## src/rtl/p4_router_ps_ingress_arb.sv

```systemverilog
// rtl/p4_router_ps_ingress_arb.sv - round-robin packet arbiter merging PS ingress links into one router stream
//
// Purpose:
//   Merges NUM_PORTS packet streams into a single stream. Arbitration is
//   round-robin per packet, and a granted port keeps the grant until its
//   tlast beat is transferred. Packets longer than MTU_BEATS are cut at beat
//   MTU_BEATS. That beat is marked with tlast=1 and tuser oversize_err=1, and
//   the rest of the input packet is drained without being forwarded.
//
// Ports:
//   i_core_clk                 sole clock, rising edge
//   i_core_sreset              synchronous active-high reset
//   i_ingress_from_ps_tdata    per-port tdata, port p at [p*8*DATA_BYTES +: 8*DATA_BYTES]
//   i_ingress_from_ps_tvalid   per-port tvalid
//   i_ingress_from_ps_tlast    per-port tlast
//   o_ingress_from_ps_tready   per-port tready
//   o_router_ing_tdata         merged tdata
//   o_router_ing_tvalid        merged tvalid
//   i_router_ing_tready        merged tready from the router
//   o_router_ing_tlast         merged tlast (forced high on a truncating beat)
//   o_router_ing_tuser         {oversize_err, port_id}
//   o_oversize_pulse           one-cycle strobe per truncated packet
//   o_oversize_port            source port of the last truncated packet

module p4_router_ps_ingress_arb #(
  parameter int NUM_PORTS  = 4,
  parameter int DATA_BYTES = 1,
  parameter int MTU_BYTES  = 2000,
  localparam int MTU_BEATS     = (MTU_BYTES + DATA_BYTES - 1) / DATA_BYTES,
  localparam int PORT_ID_WIDTH = (NUM_PORTS > 1) ? $clog2(NUM_PORTS) : 1,
  localparam int TDATA_W       = 8 * DATA_BYTES,
  localparam int CNT_W         = $clog2(MTU_BEATS + 1)
) (
  input  logic                           i_core_clk,
  input  logic                           i_core_sreset,
  input  logic [NUM_PORTS*TDATA_W-1:0]   i_ingress_from_ps_tdata,
  input  logic [NUM_PORTS-1:0]           i_ingress_from_ps_tvalid,
  input  logic [NUM_PORTS-1:0]           i_ingress_from_ps_tlast,
  output logic [NUM_PORTS-1:0]           o_ingress_from_ps_tready,
  output logic [TDATA_W-1:0]             o_router_ing_tdata,
  output logic                           o_router_ing_tvalid,
  input  logic                           i_router_ing_tready,
  output logic                           o_router_ing_tlast,
  output logic [PORT_ID_WIDTH:0]         o_router_ing_tuser,
  output logic                           o_oversize_pulse,
  output logic [PORT_ID_WIDTH-1:0]       o_oversize_port
);

  typedef enum logic [1:0] {
    ST_IDLE    = 2'd0,
    ST_PASS    = 2'd1,
    ST_DISCARD = 2'd2
  } state_t;

  state_t                   r_state;
  state_t                   w_next_state;

  logic [PORT_ID_WIDTH-1:0] r_grant;
  logic [PORT_ID_WIDTH-1:0] r_last_grant;
  logic [CNT_W-1:0]         r_beat_cnt;
  logic                     r_oversize_pulse;
  logic [PORT_ID_WIDTH-1:0] r_oversize_port;

  // Round-robin search results
  logic                     w_hi_found;
  logic [PORT_ID_WIDTH-1:0] w_hi_pick;
  logic                     w_lo_found;
  logic [PORT_ID_WIDTH-1:0] w_lo_pick;
  logic                     w_found;
  logic [PORT_ID_WIDTH-1:0] w_pick;

  // Granted-port view
  logic [TDATA_W-1:0]       w_sel_tdata;
  logic                     w_sel_tvalid;
  logic                     w_sel_tlast;

  // Beat accounting
  logic [CNT_W:0]           w_beat_num;
  logic                     w_at_mtu;
  logic                     w_trunc;

  // FSM-decoded controls
  logic                     w_port_ready;
  logic                     w_take_grant;
  logic                     w_beat_xfer;
  logic                     w_oversize_hit;

  // Round-robin pick. Ports above last_grant form the high group, and the
  // rest form the wrapped low group. Scanning downward leaves the
  // lowest-numbered valid port of each group in the pick variables. The high
  // group wins whenever it has a requester.
  always_comb begin
    w_hi_found = 1'b0;
    w_hi_pick  = '0;
    w_lo_found = 1'b0;
    w_lo_pick  = '0;
    for (int p = NUM_PORTS - 1; p >= 0; p--) begin
      if (i_ingress_from_ps_tvalid[p]) begin
        if (p > int'(r_last_grant)) begin
          w_hi_found = 1'b1;
          w_hi_pick  = PORT_ID_WIDTH'(p);
        end else begin
          w_lo_found = 1'b1;
          w_lo_pick  = PORT_ID_WIDTH'(p);
        end
      end
    end
    w_found = w_hi_found | w_lo_found;
    w_pick  = w_hi_found ? w_hi_pick : w_lo_pick;
  end

  // Granted-port mux
  always_comb begin
    w_sel_tdata  = '0;
    w_sel_tvalid = 1'b0;
    w_sel_tlast  = 1'b0;
    for (int p = 0; p < NUM_PORTS; p++) begin
      if (r_grant == PORT_ID_WIDTH'(p)) begin
        w_sel_tdata  = i_ingress_from_ps_tdata[p*TDATA_W +: TDATA_W];
        w_sel_tvalid = i_ingress_from_ps_tvalid[p];
        w_sel_tlast  = i_ingress_from_ps_tlast[p];
      end
    end
  end

  // r_beat_cnt counts beats already transferred, so the beat now on the
  // bus is number r_beat_cnt+1 (1-based).
  assign w_beat_num = {1'b0, r_beat_cnt} + (CNT_W+1)'(1);
  assign w_at_mtu   = (w_beat_num == (CNT_W+1)'(MTU_BEATS));
  assign w_trunc    = (r_state == ST_PASS) && w_at_mtu && !w_sel_tlast;

  // State register
  always_ff @(posedge i_core_clk) begin
    if (i_core_sreset) begin
      r_state <= ST_IDLE;
    end else begin
      r_state <= w_next_state;
    end
  end

  // Next state and handshake decode
  always_comb begin
    w_next_state        = r_state;
    w_port_ready        = 1'b0;
    o_router_ing_tvalid = 1'b0;
    w_take_grant        = 1'b0;
    w_beat_xfer         = 1'b0;
    w_oversize_hit      = 1'b0;

    unique case (r_state)
      ST_IDLE: begin
        if (w_found) begin
          w_take_grant = 1'b1;
          w_next_state = ST_PASS;
        end
      end

      ST_PASS: begin
        o_router_ing_tvalid = w_sel_tvalid;
        w_port_ready        = i_router_ing_tready;
        if (w_sel_tvalid && i_router_ing_tready) begin
          w_beat_xfer = 1'b1;
          if (w_sel_tlast) begin
            w_next_state = ST_IDLE;
          end else if (w_at_mtu) begin
            w_next_state   = ST_DISCARD;
            w_oversize_hit = 1'b1;
          end
        end
      end

      ST_DISCARD: begin
        w_port_ready = 1'b1;
        if (w_sel_tvalid && w_sel_tlast) begin
          w_next_state = ST_IDLE;
        end
      end

      default: begin
        w_next_state = ST_IDLE;
      end
    endcase

    // While reset is held, nothing may transfer on either side. Otherwise a
    // beat could be consumed from a link in the very cycle that aborts the
    // packet.
    if (i_core_sreset) begin
      o_router_ing_tvalid = 1'b0;
      w_port_ready        = 1'b0;
      w_beat_xfer         = 1'b0;
      w_oversize_hit      = 1'b0;
      w_take_grant        = 1'b0;
    end
  end

  // Grant, beat counter and oversize bookkeeping
  always_ff @(posedge i_core_clk) begin
    if (i_core_sreset) begin
      r_grant          <= '0;
      r_last_grant     <= PORT_ID_WIDTH'(NUM_PORTS - 1);
      r_beat_cnt       <= '0;
      r_oversize_pulse <= 1'b0;
      r_oversize_port  <= '0;
    end else begin
      r_oversize_pulse <= w_oversize_hit;
      if (w_take_grant) begin
        r_grant      <= w_pick;
        r_last_grant <= w_pick;
        r_beat_cnt   <= '0;
      end else if (w_beat_xfer) begin
        r_beat_cnt <= r_beat_cnt + CNT_W'(1);
      end
      if (w_oversize_hit) begin
        r_oversize_port <= r_grant;
      end
    end
  end

  always_comb begin
    o_ingress_from_ps_tready = '0;
    for (int p = 0; p < NUM_PORTS; p++) begin
      o_ingress_from_ps_tready[p] = w_port_ready && (r_grant == PORT_ID_WIDTH'(p));
    end
  end

  assign o_router_ing_tdata = w_sel_tdata;
  assign o_router_ing_tlast = w_sel_tlast | w_trunc;
  assign o_router_ing_tuser = {w_trunc, r_grant};
  assign o_oversize_pulse   = r_oversize_pulse;
  assign o_oversize_port    = r_oversize_port;

endmodule

```

## config.mk

```make
export PLATFORM = sky130hd
export DESIGN_NAME = p4_router_ps_ingress_arb
export DESIGN_NICKNAME = d
export VERILOG_FILES = /design/src/rtl/p4_router_ps_ingress_arb.sv
export SDC_FILE = /design/constraint.sdc
export NUM_CORES = 1
export LEC_CHECK = 0
export BUFFER_PORTS_ARGS = -buffer_cell sky130_fd_sc_hd__clkbuf_2
export CAP_MARGIN = 20
export CORE_ASPECT_RATIO = 0.6
export CORE_MARGIN = 1
export CORE_UTILIZATION = 48
export CTS_CLUSTER_SIZE = 28
export DETAILED_ROUTE_END_ITERATION = 16
export GPL_TIMING_DRIVEN = 0
export PLACE_DENSITY_LB_ADDON = 0.3
export SYNTH_ARGS = -nofsm -noshare
export SYNTH_HDL_FRONTEND = slang
export SYNTH_SLANG_ARGS = --single-unit
```

## constraint.sdc

```tcl
create_clock -name i_core_clk -period 2.8 [get_ports i_core_clk]
set_clock_uncertainty 0.15 [all_clocks]
set_input_delay 0.56 -clock i_core_clk [delete_from_list [all_inputs] [get_ports i_core_clk]]
set_output_delay 0.56 -clock i_core_clk [all_outputs]
set_load 0.01 [all_outputs]
```

==> After elaboration in Yosys (flattened, before gate mapping) <==
Cells that the tools add are included.
{ "totals": {"reg_bits": 20, "latch_bits": 0, "ram_bits": 0, "romBits": 0, "input_bits": 43, "out_inout_bits": 20, "elab_cells": 96, "n_memories": 0} }
{ "op_classes": {"n_addsub": 2, "n_mul": 0, "div_mod_pow": 0, "n_lt_le_gt_ge": 3, "n_eq_ne": 10, "n_shift": 0, "muxes": 60, "bitwise": 2, "reduce_logical": 13} }
{ "ops": {"columns": ["cell", "n"], "rows": [
  ["$mux W2", 19],
  ["$mux W1", 35],
  ["$mux W8", 4],
  ["$add A11 B1 Y12 const B", 1],
  ["$eq A12 B11 Y1 const B", 1],
  ["$add A11 B1 Y11 const B", 1],
  ["$logic_and A1 B1 Y1", 8],
  ["$eq A2 B2 Y1 const B", 3],
  ["$pmux W2 S3", 1],
  ["$eq A2 B1 Y1 const B", 2],
  ["$gt A2 B2 Y1 const A", 2],
  ["$logic_not A2 Y1", 2],
  ["$ne A2 B2 Y1 const B", 2],
  ["$reduce_and A4 Y1", 1],
  ["$ne A3 B3 Y1 const B", 1],
  ["$gt A1 B2 Y1 const A", 1],
  ["$ne A2 B1 Y1 const B", 1],
  ["$or A1 B1 Y1", 2],
  ["$pmux W1 S2", 1],
  ["$reduce_or A2 Y1", 1],
  ["$logic_not A1 Y1", 1]
]} }

==> Logic depth before layout (Yosys ltp) <==
{ "depth": {"word_depth": 13, "depth_mapped": 8, "depth_no_buf": 8} }

==> Worst setup path before layout <==
OpenSTA, ideal clock, no wires.
{ "synth_timing": {"path_kind": "flip-flop to output port", "start": "reg r_beat_cnt[0]", "end": "out o_router_ing_tlast", "arrival_ns": 1.907, "required_ns": 2.090, "setup_slack_ns": 0.183, "path_stages_with_launch": 7, "n_path_buf": 0, "path_cell_list": "dfxtp_1 -> ha_1 -> and3b_2 -> o2111a_1 -> o2111ai_1 -> or4_4 -> o21bai_1"} }
{ "synth_between": {"elab_chain_len": 5} }
{ "synth_lines": {"columns": ["element", "line_no", "source"], "rows": [
  ["start: declaration", "60", "logic [CNT_W-1:0] r_beat_cnt;"],
  ["start signal: assignment", "211", "r_beat_cnt <= r_beat_cnt + CNT_W'(1);"],
  ["$add A11 B1 Y12", "128", "assign w_beat_num = {1'b0, r_beat_cnt} + (CNT_W+1)'(1);"],
  ["$eq A12 B11 Y1", "129", "assign w_at_mtu = (w_beat_num == (CNT_W+1)'(MTU_BEATS));"],
  ["$logic_and A1 B1 Y1 (2 in a row)", "130", "assign w_trunc = (r_state == ST_PASS) && w_at_mtu && !w_sel_tlast;"],
  ["$or A1 B1 Y1", "227", "assign o_router_ing_tlast = w_sel_tlast | w_trunc;"],
  ["end: declaration", "43", "output logic o_router_ing_tlast,"]
]} }
Every way passes these cells.

==> Final worst setup path <==
{ "layout_timing": {"start": "reg r_beat_cnt[1]", "end": "out o_router_ing_tlast"} }
The elaborated chain is that of the path after synthesis.

==> metrics.log <==
INFO  metric outcome = finished with violations
INFO  metric clk-insertion-delay-late = 0.27 ns
INFO  metric setup.worst_path.class = reg2out
INFO  metric commonest_non_fill_non_tap_cell_in_the_layout = clkbuf_2
INFO  metric startpoint_type = flop
INFO  metric clock_tree.root_cell = clkbuf_8
INFO  metric synth_area = 1540 µm²
INFO  metric worstSetupEndpointType = primary output
INFO  metric r2r_start = r_beat_cnt[1]
INFO  metric grt.met2_usage = 0.378
INFO  metric postSynthRegisterBits = 20
INFO  metric dp_hpwl = 3110 µm
INFO  metric synthArstFlopShare = 0
INFO  metric post-route-min-period = 2.91 ns
INFO  metric max-clock-path-buffers = 2
INFO  metric area_taken_by_flip_flops_and_latches = 414 µm²
INFO  metric grt_util_met1 = 0.376
INFO  metric drc = 0
INFO  metric violated_checks = setup timing
INFO  metric timing.critical_path.from = r_beat_cnt[1]
INFO  metric fin_nets = 287
INFO  metric arrival = 2.20 ns
INFO  metric syn-num-nets = 213
INFO  metric vias_in_the_first_global_route = 1,368
INFO  metric rsz0062_at_grt = true
INFO  metric maxCapViolations = 0
INFO  metric drt-vias-per-instance = 5.70
INFO  metric hold_path_startpoint = i_core_sreset
INFO  metric avgSynthCellArea = 9.36 µm²
INFO  metric route.detailed.wl_per_inst = 15.6 µm
INFO  metric initial_utilization = 0.521
INFO  metric std_cell_rows = 15
INFO  metric ys_warns = 0
INFO  metric initialDrtViolationCount = 131
INFO  metric die_area = 3450 µm²
INFO  metric synth_edf_count = 0
INFO  metric post_cts_hold_buffer_count = 0
INFO  metric met3_layer_usage_reported_by_global_route = 0.0619
INFO  metric cp_slowest_cell = or4_4
INFO  metric tritoncts.num_buffers = 3
INFO  metric clock_sink_count = 20
INFO  metric timing.final.setup_violations = 2
INFO  metric p_leak = 0.937 nW
INFO  metric path_clk_slew = 0.08 ns
INFO  metric tritoncts_clock_tree = built
INFO  metric max_slew.worst_pin.slew = 0.684 ns
INFO  metric synth-seq-area-share = 0.259
INFO  metric stdcell_count = 280
INFO  metric die_width = 75.2 µm
INFO  metric setup_ws = -0.108 ns
INFO  metric grt-ovfl-total = 0
INFO  metric antennaDiodeCount = 0
INFO  metric io_buffers = 61
INFO  metric synth_cells = 165
INFO  metric h-tree-depth = 1
INFO  metric multiInputGateArea = 1080 µm²
INFO  metric worstPathRequired = 2.09 ns
INFO  metric layout-drive-gt1-share = 0.508
INFO  metric die_y = 45.9 µm
INFO  metric grt_pass1_wl = 6450 µm
INFO  metric vdd_ir_drop_max = 0.369 mV
INFO  metric slowest_delay = 0.59 ns
INFO  metric min_path_type = in2reg
INFO  metric most-common-layout-cells = clkbuf_2 (59), nand2_1 (14), nor2_1 (14), dfxtp_1 (13), buf_4 (12)
INFO  metric grt.busiest_layer = met2
INFO  metric grt_usage = 0.257
INFO  metric finalWirelength = 4370 µm
INFO  metric drt_pre_antenna_iters = 5
INFO  metric dominant_synthesized_flop_cell = dfxtp_1
INFO  metric postRouteAntennaNets = 0
INFO  metric post-route-period-util = 1.04
INFO  metric core-area = 2970 µm²
INFO  metric flow.area_growth_from_synthesis = 37.8%
INFO  metric fin_setup_tns = -0.185 ns
INFO  metric gp_congestion = 0.785
INFO  metric ioPinCount = 63
INFO  metric synth.distinct_cells = 52
INFO  metric slew-limit-headroom = 0.532
INFO  metric detailroute.via_count = 1,597
INFO  metric number_of_max_slew_violations_in_the_final_report = 0
INFO  metric power_per_cell_area = 467 nW/µm²
INFO  metric cp_max_fo = 7
INFO  metric timing.fmax = 344 MHz
INFO  metric place.detailed.instances = 268
INFO  metric fin_util = 0.718
INFO  metric hold_viol = 0
INFO  metric path_cells = ha_4 -> and2_4 -> o2111ai_4 -> a21oi_2 -> or4_4 -> o21bai_1 -> buf_2
INFO  metric antenna_violations_before_repair = 0
INFO  metric n_fill_cell = 232
INFO  metric maximum_number_of_pins_on_one_net_before_global_route_repair = 13
[report_power, final]
part	leakage, nW	internal (mW)	total [mW]	switching, mW
combinational	0.734	0.183	0.379	0.197
clock	0.0357	0.191	0.298	0.107
sequential	0.167	0.301	0.317	0.0160
[synth_stat cells (all sizes together), types with 3 or more instances]
cell type / n / area (µm²)
xnor2: 5 / 43.8
xor2: 6 / 52.6
nand3: 7 / 35.0
a21oi: 11 / 55.1
nor3: 5 / 36.3
nand2: 14 / 52.6
and2: 3 / 21.3
o21ai: 4 / 20.0
mux4: 10 / 233
and3: 4 / 31.3
clkbuf: 5 / 48.8
inv: 10 / 37.5
buf: 6 / 52.6
dfxtp: 20 / 400
nor2: 15 / 56.3
ha: 5 / 62.6
[metal layers]
layer  up-vias  wire length (µm)
li1        747                 -
met1       785              2100
met2        57              1950
met3         8               273
met4         0                56
met5         -                 0
[final timing paths]
kind,to,slack [ns],cells after the start
worst min register to register,r_beat_cnt[1],0.40,2
worst max-delay path,o_router_ing_tlast,-0.11,7
worst min-delay path,r_state[0],0.38,2
worst max register to register,o_oversize_port[1],0.22,8
[cell families after synthesis]
group,after synthesis,synth area share
and+or+nand+nor,63,0.229
AOI/OAI and AO/OA,32,0.142
buffers and inverters,21,0.0900
DFF,20,0.259
muxes,13,0.177
xor gates and xnor gates,11,0.0624
adders and majority gates,5,0.0405
[state kept, by name, indices dropped and copies added (netlist names)]
signal,flops
r_beat_cnt,11
o_oversize_port,2
r_grant,2
r_last_grant,2
r_state,2
o_oversize_pulse,1
[metrics by stage]
stage / hold WS (ns) / power, mW / setup slack (ns) / cell area, µm²
global placement: 0.367 / 0.687 / -0.0590 / 1900
floorplan: 0.341 / 0.575 / 0.183 / 1540
CTS: 0.381 / 0.988 / -0.0727 / 2060
global route: 0.373 / 1.04 / -0.166 / 2130
finish: 0.384 / 0.995 / -0.108 / 2130
detailed placement: 0.369 / 0.694 / -0.0774 / 1900
[repair_timing]
action | 4_1_cts | 5_1_grt
setup endpoints to repair | 2 | 2
endpoints found under the hold margin | 0 | 0
gates resized for setup | 18 | 11
pin swaps | 9 | 5
setup buffers | 6 | 3
[worst max-delay path: cells and delay by family (launching register included)]
| kind | cells | cell delay (ns) |
|---|---|---|
| AOI/OAI and AO/OA | 3 | 0.47 |
| adders and majority gates | 1 | 0.19 |
| buffers and inverters | 1 | 0.15 |
| DFF | 1 | 0.37 |
| and+or+nand+nor | 2 | 0.75 |
[cell type report]
class | count | share of cell area
buffer | 10 | 0.0441
clock buffer | 3 | 0.0194
clock inverter | 1 | 0.0141
inverter | 10 | 0.0176
multi-input combinational | 124 | 0.507
sequential | 20 | 0.195
tap | 42 | 0.0247
timing repair buffer | 70 | 0.178
No activity file was read; power rests on OpenSTA's default activity.
